`config.mk`:
```
export PLATFORM = sky130hd
export DESIGN_NAME = issue_scoreboard_flat
export DESIGN_NICKNAME = d
export VERILOG_FILES = /design/src/rtl/issue_scoreboard_if.sv /design/src/rtl/issue_scoreboard.sv /design/src/flat_wrapper.sv
export SDC_FILE = /design/constraint.sdc
export NUM_CORES = 1
export LEC_CHECK = 0
export CAP_MARGIN = 15
export CORE_MARGIN = 1
export CORE_UTILIZATION = 45
export DETAILED_ROUTE_END_ITERATION = 10
export GPL_ROUTABILITY_DRIVEN = 0
export GPL_TIMING_DRIVEN = 0
export PLACE_DENSITY = 0.79
export SKIP_LAST_GASP = 1
export SYNTH_ARGS = -nofsm -noshare
export SYNTH_HDL_FRONTEND = slang
export SYNTH_SLANG_ARGS = --single-unit
```
`constraint.sdc`:
```
create_clock -name clk -period 12.2 [get_ports clk]
set_input_delay 2.44 -clock clk [delete_from_list [all_inputs] [get_ports clk]]
set_output_delay 2.44 -clock clk [all_outputs]
set_load 0.005 [all_outputs]
```
`src/rtl/issue_scoreboard_if.sv`:
```
// Decode/issue/writeback bundle of the issue controller.
// Handshake rule for both decode and issue sides: a transfer happens in a
// cycle where valid and ready are both high at the rising edge; the sender
// keeps valid and its payload stable until that transfer happens.
interface issue_scoreboard_if #(
   parameter int CNT_W = 3
) ();
   // decode side
   logic             i_dec_valid;
   logic             o_dec_ready;
   logic [31:0]      i_dec_pc;
   logic             i_dec_add;
   logic [4:0]       i_dec_rs1_idx;
   logic [4:0]       i_dec_rs2_idx;
   logic [4:0]       i_dec_rd_idx;
   logic             i_dec_rd_wen;
   // issue side
   logic             o_iss_valid;
   logic             i_iss_ready;
   logic [31:0]      o_iss_pc;
   logic             o_iss_add;
   logic [4:0]       o_iss_rs1_idx;
   logic [4:0]       o_iss_rs2_idx;
   logic [4:0]       o_iss_rd_idx;
   logic             o_iss_rd_wen;
   // writeback, flush and status
   logic             i_wb_valid;
   logic [4:0]       i_wb_rd_idx;
   logic             i_flush;
   logic [31:0]      o_busy_vec;
   logic [CNT_W-1:0] o_inflight_cnt;
   logic             o_stall;
   logic             o_wb_err;

   // Pipeline-side driver (decode, execute and writeback stages).
   modport master (
      output i_dec_valid, i_dec_pc, i_dec_add, i_dec_rs1_idx, i_dec_rs2_idx,
             i_dec_rd_idx, i_dec_rd_wen, i_iss_ready, i_wb_valid, i_wb_rd_idx,
             i_flush,
      input  o_dec_ready, o_iss_valid, o_iss_pc, o_iss_add, o_iss_rs1_idx,
             o_iss_rs2_idx, o_iss_rd_idx, o_iss_rd_wen, o_busy_vec,
             o_inflight_cnt, o_stall, o_wb_err
   );

   // Issue controller side.
   modport slave (
      input  i_dec_valid, i_dec_pc, i_dec_add, i_dec_rs1_idx, i_dec_rs2_idx,
             i_dec_rd_idx, i_dec_rd_wen, i_iss_ready, i_wb_valid, i_wb_rd_idx,
             i_flush,
      output o_dec_ready, o_iss_valid, o_iss_pc, o_iss_add, o_iss_rs1_idx,
             o_iss_rs2_idx, o_iss_rd_idx, o_iss_rd_wen, o_busy_vec,
             o_inflight_cnt, o_stall, o_wb_err
   );
endinterface

```
`src/rtl/issue_scoreboard.sv`:
```
// Issue controller: one-entry issue slot between decode and execute, with a
// 32-entry register scoreboard that blocks RAW/WAW hazards for ADDs and
// caps the number of outstanding register writes.
module issue_scoreboard #(
   parameter int MAX_INFLIGHT = 4,
   parameter int CNT_W        = 3
) (
   input logic               clk,
   input logic               rst_n,
   issue_scoreboard_if.slave sb
);
   localparam logic [CNT_W-1:0] MAX_CNT = CNT_W'(MAX_INFLIGHT);

   // issue slot
   logic             hold_valid;
   logic [31:0]      hold_pc;
   logic             hold_add;
   logic [4:0]       hold_rs1;
   logic [4:0]       hold_rs2;
   logic [4:0]       hold_rd;
   logic             hold_rd_wen;

   // scoreboard state
   logic [31:0]      busy_vec;
   logic [CNT_W-1:0] cnt;
   logic             wb_err;

   // combinational control
   logic [31:0]      wb_mask;
   logic [31:0]      eff_busy;
   logic [31:0]      busy_nxt;
   logic [CNT_W-1:0] cnt_eff;
   logic             trk;
   logic             wb_clear;
   logic             hazard;
   logic             limit;
   logic             iss_valid;
   logic             iss_fire;
   logic             dec_ready;
   logic             dec_fire;
   logic             cnt_inc;

   assign wb_mask  = sb.i_wb_valid ? (32'h1 << sb.i_wb_rd_idx) : 32'h0;
   // A writeback this cycle already frees its register for issue this cycle.
   assign eff_busy = busy_vec & ~wb_mask;
   // x0 is never tracked; busy_vec[0] is held at 0 so x0 never clears either.
   assign trk      = hold_rd_wen & (hold_rd != 5'd0);
   assign wb_clear = sb.i_wb_valid & busy_vec[sb.i_wb_rd_idx];
   assign cnt_eff  = cnt - CNT_W'(wb_clear);
   assign limit    = trk & (cnt_eff == MAX_CNT);

   // Operand and destination hazard check, applied to ADDs only.
   always_comb begin
      hazard = 1'b0;
      if (hold_add) begin
         if ((hold_rs1 != 5'd0) && eff_busy[hold_rs1]) hazard = 1'b1;
         if ((hold_rs2 != 5'd0) && eff_busy[hold_rs2]) hazard = 1'b1;
         if (trk && eff_busy[hold_rd])                 hazard = 1'b1;
      end
   end

   assign iss_valid = hold_valid & ~hazard & ~limit & ~sb.i_flush;
   assign iss_fire  = iss_valid & sb.i_iss_ready;
   assign dec_ready = ~hold_valid | iss_fire | sb.i_flush;
   assign dec_fire  = sb.i_dec_valid & dec_ready & ~sb.i_flush;
   assign cnt_inc   = iss_fire & trk;

   // Next scoreboard: clear on writeback, then set on issue so set wins.
   always_comb begin
      busy_nxt = busy_vec;
      if (wb_clear) busy_nxt[sb.i_wb_rd_idx] = 1'b0;
      if (cnt_inc)  busy_nxt[hold_rd]        = 1'b1;
      busy_nxt[0] = 1'b0;
   end

   // Issue slot: flush empties it, a new decode loads it, an issue drains it.
   always_ff @(posedge clk or negedge rst_n) begin
      if (!rst_n) begin
         hold_valid  <= 1'b0;
         hold_pc     <= 32'h0;
         hold_add    <= 1'b0;
         hold_rs1    <= 5'd0;
         hold_rs2    <= 5'd0;
         hold_rd     <= 5'd0;
         hold_rd_wen <= 1'b0;
      end else if (sb.i_flush) begin
         hold_valid <= 1'b0;
      end else if (dec_fire) begin
         hold_valid  <= 1'b1;
         hold_pc     <= sb.i_dec_pc;
         hold_add    <= sb.i_dec_add;
         hold_rs1    <= sb.i_dec_rs1_idx;
         hold_rs2    <= sb.i_dec_rs2_idx;
         hold_rd     <= sb.i_dec_rd_idx;
         hold_rd_wen <= sb.i_dec_rd_wen;
      end else if (iss_fire) begin
         hold_valid <= 1'b0;
      end
   end

   // Scoreboard, in-flight counter and sticky writeback error; flush leaves
   // these alone because already-issued writes still come back.
   always_ff @(posedge clk or negedge rst_n) begin
      if (!rst_n) begin
         busy_vec <= 32'h0;
         cnt      <= '0;
         wb_err   <= 1'b0;
      end else begin
         busy_vec <= busy_nxt;
         case ({cnt_inc, wb_clear})
            2'b10:   cnt <= cnt + CNT_W'(1);
            2'b01:   cnt <= cnt - CNT_W'(1);
            default: cnt <= cnt;
         endcase
         if (sb.i_wb_valid && !busy_vec[sb.i_wb_rd_idx]) wb_err <= 1'b1;
      end
   end

   assign sb.o_dec_ready    = dec_ready;
   assign sb.o_iss_valid    = iss_valid;
   assign sb.o_iss_pc       = hold_pc;
   assign sb.o_iss_add      = hold_add;
   assign sb.o_iss_rs1_idx  = hold_rs1;
   assign sb.o_iss_rs2_idx  = hold_rs2;
   assign sb.o_iss_rd_idx   = hold_rd;
   assign sb.o_iss_rd_wen   = hold_rd_wen;
   assign sb.o_busy_vec     = busy_vec;
   assign sb.o_inflight_cnt = cnt;
   assign sb.o_stall        = hold_valid & (hazard | limit) & ~sb.i_flush;
   assign sb.o_wb_err       = wb_err;
endmodule
```
`src/flat_wrapper.sv`:
```
// flat-port wrapper written by rule: the top's interface ports become plain ports
module issue_scoreboard_flat 
#(
   parameter int MAX_INFLIGHT = 4,
   parameter int CNT_W        = 3
)
  (clk, rst_n, sb_i_dec_valid, sb_i_dec_pc, sb_i_dec_add, sb_i_dec_rs1_idx, sb_i_dec_rs2_idx, sb_i_dec_rd_idx, sb_i_dec_rd_wen, sb_i_iss_ready, sb_i_wb_valid, sb_i_wb_rd_idx, sb_i_flush, sb_o_dec_ready, sb_o_iss_valid, sb_o_iss_pc, sb_o_iss_add, sb_o_iss_rs1_idx, sb_o_iss_rs2_idx, sb_o_iss_rd_idx, sb_o_iss_rd_wen, sb_o_busy_vec, sb_o_inflight_cnt, sb_o_stall, sb_o_wb_err);
  issue_scoreboard_if #(.CNT_W(CNT_W)) sb_i ();
  input logic clk;
  input logic rst_n;
  input wire logic [$bits(sb_i.i_dec_valid)-1:0] sb_i_dec_valid;
  input wire logic [$bits(sb_i.i_dec_pc)-1:0] sb_i_dec_pc;
  input wire logic [$bits(sb_i.i_dec_add)-1:0] sb_i_dec_add;
  input wire logic [$bits(sb_i.i_dec_rs1_idx)-1:0] sb_i_dec_rs1_idx;
  input wire logic [$bits(sb_i.i_dec_rs2_idx)-1:0] sb_i_dec_rs2_idx;
  input wire logic [$bits(sb_i.i_dec_rd_idx)-1:0] sb_i_dec_rd_idx;
  input wire logic [$bits(sb_i.i_dec_rd_wen)-1:0] sb_i_dec_rd_wen;
  input wire logic [$bits(sb_i.i_iss_ready)-1:0] sb_i_iss_ready;
  input wire logic [$bits(sb_i.i_wb_valid)-1:0] sb_i_wb_valid;
  input wire logic [$bits(sb_i.i_wb_rd_idx)-1:0] sb_i_wb_rd_idx;
  input wire logic [$bits(sb_i.i_flush)-1:0] sb_i_flush;
  output wire logic [$bits(sb_i.o_dec_ready)-1:0] sb_o_dec_ready;
  output wire logic [$bits(sb_i.o_iss_valid)-1:0] sb_o_iss_valid;
  output wire logic [$bits(sb_i.o_iss_pc)-1:0] sb_o_iss_pc;
  output wire logic [$bits(sb_i.o_iss_add)-1:0] sb_o_iss_add;
  output wire logic [$bits(sb_i.o_iss_rs1_idx)-1:0] sb_o_iss_rs1_idx;
  output wire logic [$bits(sb_i.o_iss_rs2_idx)-1:0] sb_o_iss_rs2_idx;
  output wire logic [$bits(sb_i.o_iss_rd_idx)-1:0] sb_o_iss_rd_idx;
  output wire logic [$bits(sb_i.o_iss_rd_wen)-1:0] sb_o_iss_rd_wen;
  output wire logic [$bits(sb_i.o_busy_vec)-1:0] sb_o_busy_vec;
  output wire logic [$bits(sb_i.o_inflight_cnt)-1:0] sb_o_inflight_cnt;
  output wire logic [$bits(sb_i.o_stall)-1:0] sb_o_stall;
  output wire logic [$bits(sb_i.o_wb_err)-1:0] sb_o_wb_err;
  assign sb_i.i_dec_valid = sb_i_dec_valid;
  assign sb_i.i_dec_pc = sb_i_dec_pc;
  assign sb_i.i_dec_add = sb_i_dec_add;
  assign sb_i.i_dec_rs1_idx = sb_i_dec_rs1_idx;
  assign sb_i.i_dec_rs2_idx = sb_i_dec_rs2_idx;
  assign sb_i.i_dec_rd_idx = sb_i_dec_rd_idx;
  assign sb_i.i_dec_rd_wen = sb_i_dec_rd_wen;
  assign sb_i.i_iss_ready = sb_i_iss_ready;
  assign sb_i.i_wb_valid = sb_i_wb_valid;
  assign sb_i.i_wb_rd_idx = sb_i_wb_rd_idx;
  assign sb_i.i_flush = sb_i_flush;
  assign sb_o_dec_ready = sb_i.o_dec_ready;
  assign sb_o_iss_valid = sb_i.o_iss_valid;
  assign sb_o_iss_pc = sb_i.o_iss_pc;
  assign sb_o_iss_add = sb_i.o_iss_add;
  assign sb_o_iss_rs1_idx = sb_i.o_iss_rs1_idx;
  assign sb_o_iss_rs2_idx = sb_i.o_iss_rs2_idx;
  assign sb_o_iss_rd_idx = sb_i.o_iss_rd_idx;
  assign sb_o_iss_rd_wen = sb_i.o_iss_rd_wen;
  assign sb_o_busy_vec = sb_i.o_busy_vec;
  assign sb_o_inflight_cnt = sb_i.o_inflight_cnt;
  assign sb_o_stall = sb_i.o_stall;
  assign sb_o_wb_err = sb_i.o_wb_err;
  issue_scoreboard #(.MAX_INFLIGHT(MAX_INFLIGHT), .CNT_W(CNT_W)) u_core (.clk(clk), .rst_n(rst_n), .sb(sb_i));
endmodule
```
* After elaboration in Yosys (flattened, before gate mapping)
Index checks and enable logic that the tools add are counted.
** Storage, ports and cells
- Output and inout bits :: 88
- Memories kept :: 0
- Bits in read-only memories :: 0
- Word-level logic and storage cells :: 83
- Bits in registers :: 85
- Latch bits :: 0
- RAM bits :: 0
- Input port bits :: 60
** Operators by class
- Divide/modulo/power cells :: 0
- Add/sub/neg operators :: 3
- $lt $le $gt $ge :: 6
- Equality and inequality tests :: 3
- Shift-type cells :: 1
- $mul :: 0
- Bitwise gates (word level) :: 24
- Reductions and logical operators :: 13
- Mux-type cells :: 23
** Operators with widths (count)
- $mux W32 :: 3
- $and A32 B32 Y32 :: 2
- $not A32 Y32 :: 2
- $or A32 B32 Y32 :: 1
- $shl A1 B5 Y32 const A :: 1
- $lt A5 B6 Y1 const B :: 4
- $bmux W1 S5 :: 4
- $reduce_bool A5 Y1 :: 3
- $mux W1 :: 13
- $and A1 B1 Y1 :: 12
- $demux W1 S5 :: 2
- $ge A5 B1 Y1 const B :: 2
- $logic_and A1 B1 Y1 :: 6
- $pmux W3 S2 :: 1
- $not A1 Y1 :: 4
- $add A3 B1 Y3 const B :: 1
- $eq A3 B3 Y1 const B :: 1
- $or A1 B1 Y1 :: 3
- $reduce_bool A3 Y1 :: 1
- $sub A3 B1 Y3 :: 1
- $sub A3 B1 Y3 const B :: 1
- $eq A2 B1 Y1 const B :: 1
- $eq A2 B2 Y1 const B :: 1
- $reduce_and A2 Y1 :: 1
- other kinds (2) :: 2

* Logic depth before layout (Yosys ltp)
- Word-level depth :: 22
- Mapped depth :: 23
- Depth with buffers taken out :: 19

* Worst setup path before layout
Ideal clock, no wire load.
- Kind :: input -> output
- Start point :: input sb_i_wb_rd_idx[0]
- End point :: output sb_o_dec_ready
- Stages :: 15
- Arrival :: 5110 ps
- Path slack :: 4650 ps
- Buffers on the path :: 3
- Cells stage by stage :: buf_2 -> buf_2 -> buf_2 -> mux4_2 -> mux2_2 -> nand2_1 -> o21ai_0 -> nand2_1 -> o221ai_1 -> and2_1 -> ha_1 -> xor2_1 -> nand4_1 -> nand2_1 -> o21ai_0
** Between the ends
- Cells in the longest elaborated chain, start to end :: 18
- Elaborated cells between the ends (all ways) :: 31
** Ends and longest elaborated chain
- from (decl) :: line flat_wrapper.sv:20 : input wire logic [$bits(sb_i.i_wb_rd_idx)-1:0] sb_i_wb_rd_idx;
- $shl A1 B5 Y32 :: line issue_scoreboard.sv:43 : assign wb_mask = sb.i_wb_valid ? (32'h1 << sb.i_wb_rd_idx) : 32'h0;
- $mux W32 :: line issue_scoreboard.sv:43
- $not A32 Y32 :: line issue_scoreboard.sv:45 : assign eff_busy = busy_vec & ~wb_mask;
- $and A32 B32 Y32 :: line issue_scoreboard.sv:45
- $bmux W1 S5 :: line issue_scoreboard.sv:56 : if ((hold_rs1 != 5'd0) && eff_busy[hold_rs1]) hazard = 1'b1;
- $mux W1 (not written as such) :: line issue_scoreboard.sv:56
- $logic_and A1 B1 Y1 :: line issue_scoreboard.sv:56
- $mux W1 :: line issue_scoreboard.sv:56
- $mux W1 :: line issue_scoreboard.sv:57 : if ((hold_rs2 != 5'd0) && eff_busy[hold_rs2]) hazard = 1'b1;
- $mux W1 :: line issue_scoreboard.sv:58 : if (trk && eff_busy[hold_rd]) hazard = 1'b1;
- $mux W1 :: line issue_scoreboard.sv:55 : if (hold_add) begin
- $not A1 Y1 :: line issue_scoreboard.sv:62 : assign iss_valid = hold_valid & ~hazard & ~limit & ~sb.i_flush;
- $and A1 B1 Y1 :: line issue_scoreboard.sv:62
- $and A1 B1 Y1 * (2 in a row) :: line issue_scoreboard.sv:62
- $and A1 B1 Y1 * :: line issue_scoreboard.sv:63 : assign iss_fire = iss_valid & sb.i_iss_ready;
- $or A1 B1 Y1 * (2 in a row) :: line issue_scoreboard.sv:64 : assign dec_ready = ~hold_valid | iss_fire | sb.i_flush;
- to (decl) :: line flat_wrapper.sv:22 : output wire logic [$bits(sb_i.o_dec_ready)-1:0] sb_o_dec_ready;
Mark *: on every way between the ends. The rest lies on a longest branch, timed or not. The select of a mux whose other input is x is not followed.

* Worst setup path after layout
- Start point :: input sb_i_wb_rd_idx[1]
- End point :: output sb_o_dec_ready
The elaborated chain is that of the path after synthesis.

==> results.cfg <==
[run_status]
status = finished, final reports clean

[drt]
drt_iter0_markers = 871
ant_nets = 0
vias_per_cell = 6.46
drt_first_pass_iters = 6
wl_um = 18900
route.vias.total = 5452
wl_per_cell_um = 22.4
remaining_drc_errors = 0

[die]
core_area_mm2 = 0.0120
fp.dieArea_mm2 = 0.0127
row_count = 40
die_h_um = 113
start_util = 0.460
pin_count = 148
die-width_um = 113

[synth]
synthArstFlopShare = 1.00
synth.net_count = 601
yosysTopAreaCellShare = 0.387
ys_types = 68
ys_seq_area_frac = 0.387
ys_ff_latch = 85
synthTopCellsByArea = dfrtp_1 39%, mux2_2 9.8%, mux2_4 5.5%
avgSynthCellArea_um2 = 10.2
synthFlopType = dfrtp_1
synth_edf_count = 0
yosysTopAreaCell = dfrtp_1
yosys_warnings = 0
syn-instance-count = 538
synth_area_mm2 = 0.00550

[power]
power_mw = 1.71
power_density_mw_per_mm2 = 230
irDropWorstVdd_v = 0.000149
power_leakage_nw = 3.03

[critical_path]
criticalPathCategory = input port to output pin
required_ns = 9.76
cp.arrival_ns = 6.85
endpoint_kind = output pin
cp-start-kind = input port
cp_max_fo = 10

[timing]
rsz0062_at_grt = false
drv_slew = 0
maxSlewHeadroom = 0.400
worstMarginPinSlew_ns = 0.888
setup_viol = 0
fin_skew_ns = 0.00816
setup_tns_ns = 0
finalCriticalPeriod_ns = 9.29
hold_viol = 0
clock.fmax_ghz = 0.108
post-route-period-util = 0.761

[global_route]
grt_pass1_vias = 5475
grt_pass1_wl_um = 29800
track_usage = 0.307
grt_max_degree = 58
antenna_found_initial = 0
grt_overflow = 0

[placement]
hpwl_um = 13900
port_buffers = 144
placed_cell_area_mm2 = 0.00715

[clock_network]
cts_tree = built
htreeDepth = 3
holdBufCountCts = 0
insertion_delay_ns = 0.35
numCtsBuffers = 9
post_cts_buffers = 0
clk_root_buffer_cell = clkbuf_16
clock_path_buffers = 2
ctsResizeCount = 0
clock_sinks = 85
clkSlewWorstSetupHoldPaths_ns = 0.06

[finish]
final_common_cell = clkdlybuf4s50_1
diodes = 0
fill_cells = 998
multi_input_area_mm2 = 0.00308
fin_area_mm2 = 0.00742
seqCellArea_mm2 = 0.00213
finalNetCount = 757
syn2layout_area_growth_pct = 34.9
final_cell_mix = 143 x clkdlybuf4s50_1, 85 x dfrtp_1, 48 x mux2_2
drive_gt1_frac = 0.181
utilization = 0.620

[job]
drv_cap = 0

[hold_path]
min_path_type = register to register
## area by class of cell
type	count	share of cell area
multi-input combinational	389	0.415
sequential	85	0.287
timing repair buffer	145	0.198
clock buffer	13	0.0351
buffer	40	0.0275
tap	147	0.0248
inverter	24	0.0121
clock inverter	1	0.00101
## worst paths after layout
| kind | from | end | slack (ns) | cells after the start |
|---|---|---|---|---|
| worst max register to register | u_core.sb.o_busy_vec[31]$_DFF_PN0_ | u_core.sb.o_inflight_cnt[2]$_DFFE_PN0P_ | 7.62 | 20 |
| min in group asynchronous | rst_n | u_core.sb.o_iss_rs1_idx[4]$_DFFE_PN0P_ | 2.03 | 1 |
| worst max-delay path | sb_i_wb_rd_idx[1] | sb_o_dec_ready | 2.91 | 16 |
| worst min register to register | u_core.sb.o_wb_err$_DFFE_PN0P_ | u_core.sb.o_wb_err$_DFFE_PN0P_ | 0.48 | 1 |
| max in group asynchronous | rst_n | u_core.sb.o_busy_vec[5]$_DFF_PN0_ | 9.53 | 2 |
| worst min-delay path | u_core.sb.o_wb_err$_DFFE_PN0P_ | u_core.sb.o_wb_err$_DFFE_PN0P_ | 0.48 | 1 |
## flip-flops by register name, indices dropped and copies added, names as in the netlist, 3 cells and up
name	count
u_core.sb.o_iss_rs1_idx	5
u_core.sb.o_busy_vec	31
u_core.sb.o_iss_rs2_idx	5
u_core.sb.o_iss_pc	32
u_core.sb.o_inflight_cnt	3
u_core.sb.o_iss_rd_idx	5
## through the flow
stage	instances	setup WS, ns	hold slack, ns
after floorplan	538	4.65	0.468
after global placement	829	3.11	0.471
after detailed placement	830	3.10	0.470
after CTS	844	3.03	0.487
after global routing	844	2.66	0.503
final	844	2.91	0.483
## cells in the mapped netlist, drive strengths merged (12+ instances only)
cell type  count
inv           24
buf           29
mux2          68
dfrtp         85
mux2i         19
nand3         12
nor2          31
o21ai         34
o31ai         23
nand2         33
nor3          14
## cell families after synthesis
kind of cell	count (synthesis)	synth area share
buffers and inverters	64	0.0535
adder cells (fa/ha/maj)	3	0.00819
XOR/XNOR	11	0.0175
AND/OR/NAND/NOR	138	0.131
other	1	0.000682
AO/OA/AOI/OAI	142	0.186
multiplexers	94	0.216
flip-flops	85	0.387
## metal layers
layer / global-route usage / vias up / wire (µm) / share of wire
li1: - / 2349 / - / -
met1: 0.373 / 2565 / 7110 / 0.38
met2: 0.494 / 446 / 8780 / 0.46
met3: 0.0929 / 92 / 2290 / 0.12
met4: 0.153 / 0 / 764 / 0.040
met5: 0 / - / 0 / 0
## where the power goes
part / total, mW / switching, mW / internal [mW]
combinational: 0.923 / 0.436 / 0.486
sequential: 0.529 / 0.132 / 0.397
clock: 0.258 / 0.111 / 0.147
total: 1.71 / 0.679 / 1.03
## critical path, stage by stage
cell and delay, ns:
clkdlybuf4s50_1 0.55, buf_2 0.26, buf_2 0.28, buf_1 0.50
mux2_2 0.40, a221oi_1 0.29, nor3_1 0.08, a31oi_1 0.16
o221ai_1 0.14, and2_1 0.25, ha_1 0.21, xor2_1 0.14
nand4_1 0.16, nand2_1 0.19, o21ai_0 0.23, clkdlybuf4s50_1 0.55
Note: power is estimated with default switching activity, not from simulation.
